`config.mk`:
```
export PLATFORM = sky130hd
export DESIGN_NAME = seg_scan
export DESIGN_NICKNAME = d
export VERILOG_FILES = /design/src/rtl/seg_pkg.sv /design/src/rtl/hex_to_seg.sv /design/src/rtl/seg_scan.sv
export SDC_FILE = /design/constraint.sdc
export NUM_CORES = 1
export LEC_CHECK = 0
export BUFFER_PORTS_ARGS = -buffer_cell sky130_fd_sc_hd__buf_2
export CAP_MARGIN = 10
export CORE_ASPECT_RATIO = 0.5
export CORE_MARGIN = 2
export CORE_UTILIZATION = 49
export CTS_CLUSTER_SIZE = 30
export DETAILED_ROUTE_END_ITERATION = 8
export GPL_ROUTABILITY_DRIVEN = 1
export GPL_TIMING_DRIVEN = 0
export PLACE_DENSITY_LB_ADDON = 0.2
export SLEW_MARGIN = 20
export SYNTH_ARGS = -nofsm -noshare
export SYNTH_HDL_FRONTEND = slang
export SYNTH_HIERARCHICAL = 1
export SYNTH_SLANG_ARGS = --single-unit
```
`constraint.sdc`:
```
create_clock -name clk -period 2.2 [get_ports clk]
set_input_delay 0.44 -clock clk [delete_from_list [all_inputs] [get_ports clk]]
set_output_delay 0.44 -clock clk [all_outputs]
set_load 0.005 [all_outputs]
```
`src/rtl/seg_pkg.sv`:
```
// Shared constants for the seven-segment scan driver: digit count, FSM states
// and active-low gfedcba segment patterns.
package seg_pkg;

    localparam int unsigned NUM_DIGITS = 4;
    localparam int unsigned IDX_W      = $clog2(NUM_DIGITS);
    localparam int unsigned HEX_W      = 4;
    localparam int unsigned SEG_W      = 7;

    typedef enum logic {
        IDLE = 1'b0,
        SCAN = 1'b1
    } state_t;

    localparam logic [SEG_W-1:0] SEG_0   = 7'b1000000;
    localparam logic [SEG_W-1:0] SEG_1   = 7'b1111001;
    localparam logic [SEG_W-1:0] SEG_2   = 7'b0100100;
    localparam logic [SEG_W-1:0] SEG_3   = 7'b0110000;
    localparam logic [SEG_W-1:0] SEG_4   = 7'b0011001;
    localparam logic [SEG_W-1:0] SEG_5   = 7'b0010010;
    localparam logic [SEG_W-1:0] SEG_6   = 7'b0000010;
    localparam logic [SEG_W-1:0] SEG_7   = 7'b1111000;
    localparam logic [SEG_W-1:0] SEG_8   = 7'b0000000;
    localparam logic [SEG_W-1:0] SEG_9   = 7'b0010000;
    localparam logic [SEG_W-1:0] SEG_A   = 7'b0001000;
    localparam logic [SEG_W-1:0] SEG_B   = 7'b0000011;
    localparam logic [SEG_W-1:0] SEG_C   = 7'b1000110;
    localparam logic [SEG_W-1:0] SEG_D   = 7'b0100001;
    localparam logic [SEG_W-1:0] SEG_E   = 7'b0000110;
    localparam logic [SEG_W-1:0] SEG_F   = 7'b0001110;
    localparam logic [SEG_W-1:0] SEG_OFF = 7'b1111111;

endpackage

```
`src/rtl/hex_to_seg.sv`:
```
// Combinational hex nibble to active-low gfedcba segment decoder.
module hex_to_seg
    import seg_pkg::*;
(
    input  logic [HEX_W-1:0] i_hex,
    output logic [SEG_W-1:0] o_seg_c
);

    always_comb begin
        o_seg_c = SEG_OFF;
        case (i_hex)
            4'h0: o_seg_c = SEG_0;
            4'h1: o_seg_c = SEG_1;
            4'h2: o_seg_c = SEG_2;
            4'h3: o_seg_c = SEG_3;
            4'h4: o_seg_c = SEG_4;
            4'h5: o_seg_c = SEG_5;
            4'h6: o_seg_c = SEG_6;
            4'h7: o_seg_c = SEG_7;
            4'h8: o_seg_c = SEG_8;
            4'h9: o_seg_c = SEG_9;
            4'hA: o_seg_c = SEG_A;
            4'hB: o_seg_c = SEG_B;
            4'hC: o_seg_c = SEG_C;
            4'hD: o_seg_c = SEG_D;
            4'hE: o_seg_c = SEG_E;
            4'hF: o_seg_c = SEG_F;
            default: o_seg_c = SEG_OFF;
        endcase
    end

endmodule

```
`src/rtl/seg_scan.sv`:
```
// Four-digit common-anode scan driver with a per-frame snapshot of the
// digit values so a mid-frame demux update never tears the display.
module seg_scan
    import seg_pkg::*;
#(
    parameter int unsigned REFRESH_CYCLES = 4
) (
    input  logic                  clk,
    input  logic                  res,
    input  logic                  en,
    input  logic [HEX_W-1:0]      d0,
    input  logic [HEX_W-1:0]      d1,
    input  logic [HEX_W-1:0]      d2,
    input  logic [HEX_W-1:0]      d3,
    input  logic [NUM_DIGITS-1:0] blank,
    input  logic [NUM_DIGITS-1:0] dp_in,
    output logic [NUM_DIGITS-1:0] an,
    output logic [SEG_W-1:0]      seg,
    output logic                  dp,
    output logic [IDX_W-1:0]      digit_idx,
    output logic                  frame_done
);

    localparam int unsigned       CNT_W    = (REFRESH_CYCLES > 1) ? $clog2(REFRESH_CYCLES) : 1;
    localparam logic [CNT_W-1:0]  CNT_LAST = CNT_W'(REFRESH_CYCLES - 1);
    localparam logic [IDX_W-1:0]  IDX_LAST = IDX_W'(NUM_DIGITS - 1);

    state_t                              r_state;
    state_t                              w_next_state;
    logic [CNT_W-1:0]                    r_cnt;
    logic [CNT_W-1:0]                    w_cnt_next;
    logic [IDX_W-1:0]                    r_idx;
    logic [IDX_W-1:0]                    w_idx_next;
    logic [NUM_DIGITS-1:0][HEX_W-1:0]    r_snap;
    logic [NUM_DIGITS-1:0]               r_snap_blank;
    logic [NUM_DIGITS-1:0]               r_snap_dp;
    logic                                r_frame_pulse;
    logic                                w_capture;
    logic                                w_wrap;
    logic [SEG_W-1:0]                    w_seg_dec;

    // State register
    always_ff @(posedge clk) begin
        if (res) begin
            r_state <= IDLE;
        end else begin
            r_state <= w_next_state;
        end
    end

    // Next-state, slot counter and digit index advance
    always_comb begin
        w_next_state = r_state;
        w_cnt_next   = r_cnt;
        w_idx_next   = r_idx;
        w_capture    = 1'b0;
        w_wrap       = 1'b0;
        case (r_state)
            IDLE: begin
                if (en) begin
                    w_next_state = SCAN;
                    w_cnt_next   = '0;
                    w_idx_next   = '0;
                    w_capture    = 1'b1;
                end
            end
            SCAN: begin
                if (!en) begin
                    w_next_state = IDLE;
                    w_cnt_next   = '0;
                    w_idx_next   = '0;
                end else if (r_cnt == CNT_LAST) begin
                    w_cnt_next = '0;
                    w_idx_next = r_idx + IDX_W'(1);
                    if (r_idx == IDX_LAST) begin
                        w_wrap    = 1'b1;
                        w_capture = 1'b1;
                    end
                end else begin
                    w_cnt_next = r_cnt + CNT_W'(1);
                end
            end
            default: begin
                w_next_state = IDLE;
                w_cnt_next   = '0;
                w_idx_next   = '0;
            end
        endcase
    end

    // Counters, snapshot and frame pulse
    always_ff @(posedge clk) begin
        if (res) begin
            r_cnt         <= '0;
            r_idx         <= '0;
            r_snap        <= '0;
            r_snap_blank  <= '0;
            r_snap_dp     <= '0;
            r_frame_pulse <= 1'b0;
        end else begin
            r_cnt         <= w_cnt_next;
            r_idx         <= w_idx_next;
            r_frame_pulse <= w_wrap;
            if (w_capture) begin
                r_snap       <= {d3, d2, d1, d0};
                r_snap_blank <= blank;
                r_snap_dp    <= dp_in;
            end
        end
    end

    hex_to_seg u_hex_to_seg (
        .i_hex   (r_snap[r_idx]),
        .o_seg_c (w_seg_dec)
    );

    // Output register, driven from the pre-edge state
    always_ff @(posedge clk) begin
        if (res) begin
            an         <= '1;
            seg        <= SEG_OFF;
            dp         <= 1'b1;
            digit_idx  <= '0;
            frame_done <= 1'b0;
        end else begin
            digit_idx  <= r_idx;
            frame_done <= r_frame_pulse;
            if (r_state == IDLE || r_snap_blank[r_idx]) begin
                an  <= '1;
                seg <= SEG_OFF;
                dp  <= 1'b1;
            end else begin
                an  <= ~(NUM_DIGITS'(1) << r_idx);
                seg <= w_seg_dec;
                dp  <= ~r_snap_dp[r_idx];
            end
        end
    end

endmodule
```
After elaboration in Yosys (flattened, before gate mapping)
Memories as Yosys holds them, arrays and structs flattened. A register that Yosys moved wholly into a read port is not among the register bits.
Cells that the tools add are included.

storage, ports and cells
  flip-flop bits (word level) = 38
  bits in read-only memories = 112
  bits of input ports = 27
  output and inout port bits = 15
  word-level logic and storage cells = 48
  memories kept = 1

memory list
  name              depth  width  rd ports  clocked after memory_dff  write ports  line              source
  (name not given)  16     7      1         1                         0            hex_to_seg.sv:11  case (i_hex)

operators by class
  $add $sub $neg = 2
  order comparisons = 1
  equal/unequal tests = 4
  shift operators = 1
  multiplexer cells = 18
  bitwise operators = 3
  reduce and logical (&&, ||, !) cells = 4

operator list
  cell                   count
  $mux W2                5
  $bmux W4 S2            1
  $pmux W2 S2            2
  $mux W1                6
  $add A2 B1 Y2 const B  2
  $bmux W1 S2            2
  $eq A2 B2 Y1 const B   2
  $mux W4                1
  $not A4 Y4             1
  $reduce_or A2 Y1       2
  $shl A1 B2 Y4 const A  1
  $lt A2 B3 Y1 const B   1
  $ne A3 B2 Y1 const B   1
  $ne A2 B2 Y1 const B   1
  $not A1 Y1             2
  $pmux W1 S2            1
  $reduce_and A2 Y1      1
  $logic_or A1 B1 Y1     1

Longest topological paths before layout
  depth in word-level cells = 5
  mapped depth = 8
  gate-level depth less buffers = 7

Cells and area by module
The synthesis kept the hierarchy.

modules (own cells, without submodules)
  module      instances  cells each  area an instance (sq um)  sequential area each (sq um)
  seg_scan    1          176         1898.1                    900.9
  hex_to_seg  1          32          275.3                     0.0

Worst setup path before layout
Ideal clock, no wire load.

  path type = reg-to-reg
  from = reg r_idx[1]
  to = reg seg[0]
  library setup time = 0.059 ns
  data arrival time = 2.286 ns
  data required time = 2.141 ns
  path slack = -0.145 ns
  stages on the path, launching flop included = 9
  path buffers = 1
  clock period less this slack = 2.345 ns
  cells stage by stage = dfxtp_1 -> clkbuf_1 -> mux4_2 -> inv_1 -> ha_1 -> and2b_2 -> or3b_1 -> o21ai_0 -> nand2b_1

between the ends
  cells in the longest elaborated chain, start to end = 4
  elaborated cells between the ends (all ways) = 6
  those cells by class = mux (4); reduce/logical (2)

RTL lines
  element                            line             source
  start: declaration                 seg_scan.sv:32   logic [IDX_W-1:0] r_idx;
  start signal: assignment           seg_scan.sv:102  r_idx <= w_idx_next;
  $bmux W1 S2                        seg_scan.sv:128  if (r_state == IDLE || r_snap_blank[r_idx]) begin
  $mux W1 (not written as such)      seg_scan.sv:128
  $logic_or A1 B1 Y1                 seg_scan.sv:128
  $reduce_or A2 Y1 (no source line)  n/a
  end: declaration                   seg_scan.sv:18   output logic [SEG_W-1:0] seg,

Several ways; a longest one is shown, not always the timed one. The select of a mux whose other input is x is not followed.
A chain may end at the register's enable or synchronous reset.

Worst setup path after layout
  from = reg r_idx[1]
  to = reg seg[3]

The elaborated chain is that of the path after synthesis.

==> run_results.csv <==
group,metric,value,unit
run_status,status,"completed",
clock_network,cts_htree_levels,2,
setup_path,r2r-end,"seg[3]",
floorplanning,ios,42,
setup_path,required,2.40,ns
timing,hold_viol_final,0,
detailed_routing,wl_met3,268,um
yosys,netlist_instances,208,
timing,period_minus_slack,2.11,ns
clock_network,worstSkewPairLatency,0.30,ns
global_route,grt_antenna_before_repair,0,
pwr,power_density,607,nW/um2
pwr,peakVddDrop,0.000344,V
min_path,hold_class,"in2reg",
global_route,grt_usage,17.8,%
detailed_routing,highest_layer,"met4",
setup_path,end_kind,"flop",
detailed_routing,wl_met2,1840,um
placed_design,gp_congestion,0.803,
clock_network,hold_buffers,0,
detailed_routing,wl_per_cell,12.9,um
timing,maxSlewHeadroom,70.6,%
yosys,ys.warnings.count,6,
floorplanning,start_util,50.1,%
global_route,grt_start_max_net_pins,13,
floorplanning,core_area,4340,um2
timing,setup_violations,0,
final_layout,num_antenna_cells,0,
yosys,synth.distinct_cells,27,
detailed_routing,wirelength,4140,um
detailed_routing,num_vias,1579,
placed_design,dp_hpwl,2970,um
setup_path,cp_slowest_cell,"mux4_2",
final_layout,nNetsFinal,304,
min_path,min_path_cells,3,
detailed_routing,met1_length,1980,um
setup_path,max_stage_delay,0.56,ns
final_layout,utilization,60.6,%
clock_network,cts.path.max_buffers,2,
yosys,synth-seq-area-share,41.5,%
yosys,syn_nets,247,
detailed_routing,via_per_inst,4.90,
run,drv_cap,0,
setup_path,r2r_slack,0.09,ns
setup_path,startpoint_type,"flop",
setup_path,reg2reg_from,"r_idx[1]",
detailed_routing,first_iter_violations,31,
final_layout,design_area,2630,um2
clock_network,numClockSinks,45,
timing,fin_setup_tns,0,ns
yosys,netlist_area,2170,um2
floorplanning,fp.dieArea,5020,um2
clock_network,cts_root_buffer,"clkbuf_8",
placed_design,io_buffers,41,
timing,tightest_slew,0.441,ns
timing,fin_hold_ws,0.390,ns
floorplanning,placement_rows,17,
setup_path,cp.depth,7,
setup_path,worstPathArrival,2.30,ns
floorplanning,die_h,51.1,um
setup_path,worstSetupPathType,"reg2reg",
setup_path,path_max_fanout,5,
timing,clock_skew,0.00398,ns
setup_path,reg2reg_depth,7,
clock_network,cts_made_buffers,5,
clock_network,path_clk_slew,0.08,ns
detailed_routing,first_pass_iters,4,
timing,slew_violations,0,
global_route,grt_pass1_vias,1491,
timing,grt_setup_unrepaired,"no",
setup_path,worstPathCellList,"buf_8, mux4_2, inv_2, ha_1, inv_1, mux4_1, nand2b_1",
min_path,min_from,"blank[1]",
min_path,hold_end,"r_snap_blank[1]",
final_layout,layout.cells.non_filler,322,
final_layout,area_delta_synth_final,21.0,%
placed_design,placed_cells,306,
setup_path,path_delay_family,"multiplexers",
global_route,grt_overflow,0,
timing,period_share,95.8,%
final_layout,drive_above_1_share,29.1,%
detailed_routing,drcViolationCount,0,
global_route,grt_pass1_wl,6870,um
detailed_routing,ant_nets,0,
timing,timing.fmax,474,MHz
pwr,leakagePower,1.10,nW
yosys,ys_seq_elements,45,
placed_design,placed_area,2450,um2
setup_path,crit_buf_inv,3,
clock_network,cts_tree,"done",
floorplanning,die_w,98.2,um
yosys,syn_area_per_cell,10.4,um2
worst max-delay path by stage:
stage,startpoint,to,slack (ns)
2_1_floorplan,r_idx[1],seg[0],0.03
3_3_place_gp,r_idx[1],seg[0],-0.15
3_5_place_dp,r_idx[1],seg[0],-0.18
4_1_cts,r_idx[1],seg[0],0.02
5_1_grt,r_idx[1],seg[0],0.003
6_report,r_idx[1],seg[3],0.09
cell usage in the layout (no fill, tap or decap), types with 7 or more instances in the layout:
cell type / count
nand2b_1: 56
buf_2: 45
dfxtp_1: 44
mux2i_1: 29
ha_1: 11
buf_4: 10
nor2_1: 9
nand2_1: 8
clkbuf_1: 7
metrics by stage:
step / worst slack [ns] / total power [mW]
floorplan: 0.0274 / 1.02
global placement: -0.149 / 1.08
detailed placement: -0.184 / 1.09
CTS: 0.0228 / 1.60
global route: 0.00349 / 1.68
finish: 0.0916 / 1.60
registers in the layout, summed over array words and instances (netlist names):
name	count
r_snap	16
r_idx	2
r_cnt	2
digit_idx	2
seg	7
r_frame_pulse	1
frame_done	1
dp	1
r_snap_dp	4
r_state	1
r_snap_blank	4
an	4
worst min-delay path: stages:
cell	delay, ns
buf_2	0.09
nand2b_1	0.05
mux2i_1	0.06
logic make-up (layout without fill, tap and decap cells):
family / after synthesis / count (layout) / share of synthesized area (%)
simple gates: 83 / 83 / 22.5
compound gates: 12 / 12 / 3.45
mux: 37 / 37 / 21.3
fa+ha+maj: 12 / 12 / 6.91
flops: 45 / 45 / 41.5
buf+inv: 19 / 76 / 4.38
what timing repair did:
item / CTS / global route
endpoints found under the setup margin: 4 / 2
gates resized for setup: 3 / 4
buffers inserted: 5 / 4
cell type report:
class	instances	area, um2
fill	378	1710
sequential	45	902
inverter	5	18.8
clock buffer	7	86.3
multi-input combinational	144	1190
timing repair buffer	50	273
tap	57	71.3
buffer	14	87.6
synth_stat cells:
| library cell | number | area, um2 |
|---|---|---|
| a21boi_0 | 1 | 7.51 |
| buf_4 | 1 | 7.51 |
| ha_1 | 12 | 150 |
| inv_1 | 5 | 18.8 |
| buf_6 | 2 | 22.5 |
| a32o_1 | 1 | 10.0 |
| nand2_1 | 8 | 30.0 |
| mux4_1 | 1 | 26.3 |
| and2b_2 | 1 | 8.76 |
| mux4_2 | 6 | 135 |
| nor3b_2 | 1 | 12.5 |
| a22o_1 | 2 | 17.5 |
| nand3_1 | 2 | 10.0 |
| buf_2 | 4 | 20.0 |
| o21ai_0 | 4 | 20.0 |
| mux2i_1 | 29 | 290 |
| and3b_1 | 1 | 8.76 |
| nor3b_1 | 1 | 7.51 |
| nor2b_1 | 2 | 12.5 |
| nand4_1 | 1 | 6.26 |
| dfxtp_1 | 45 | 901 |
| a21oi_1 | 4 | 20.0 |
| nand2b_1 | 56 | 350 |
| clkbuf_1 | 7 | 26.3 |
| or3b_1 | 1 | 8.76 |
| nor2_1 | 9 | 33.8 |
| mux2_2 | 1 | 11.3 |
routing by layer:
metal / global-route usage, % / vias to the layer above
met5: 0 / -
met4: 6.16 / 0
met3: 5.47 / 7
met2: 29.2 / 41
met1: 22.8 / 729
li1: - / 802
power breakdown:
group	internal [mW]	switching (mW)	leakage (nW)
clock network	0.249	0.268	0.0443
registers	0.850	0.0166	0.369
logic	0.115	0.0970	0.689
total	1.21	0.382	1.10
No activity file was read; power rests on OpenSTA's default activity.
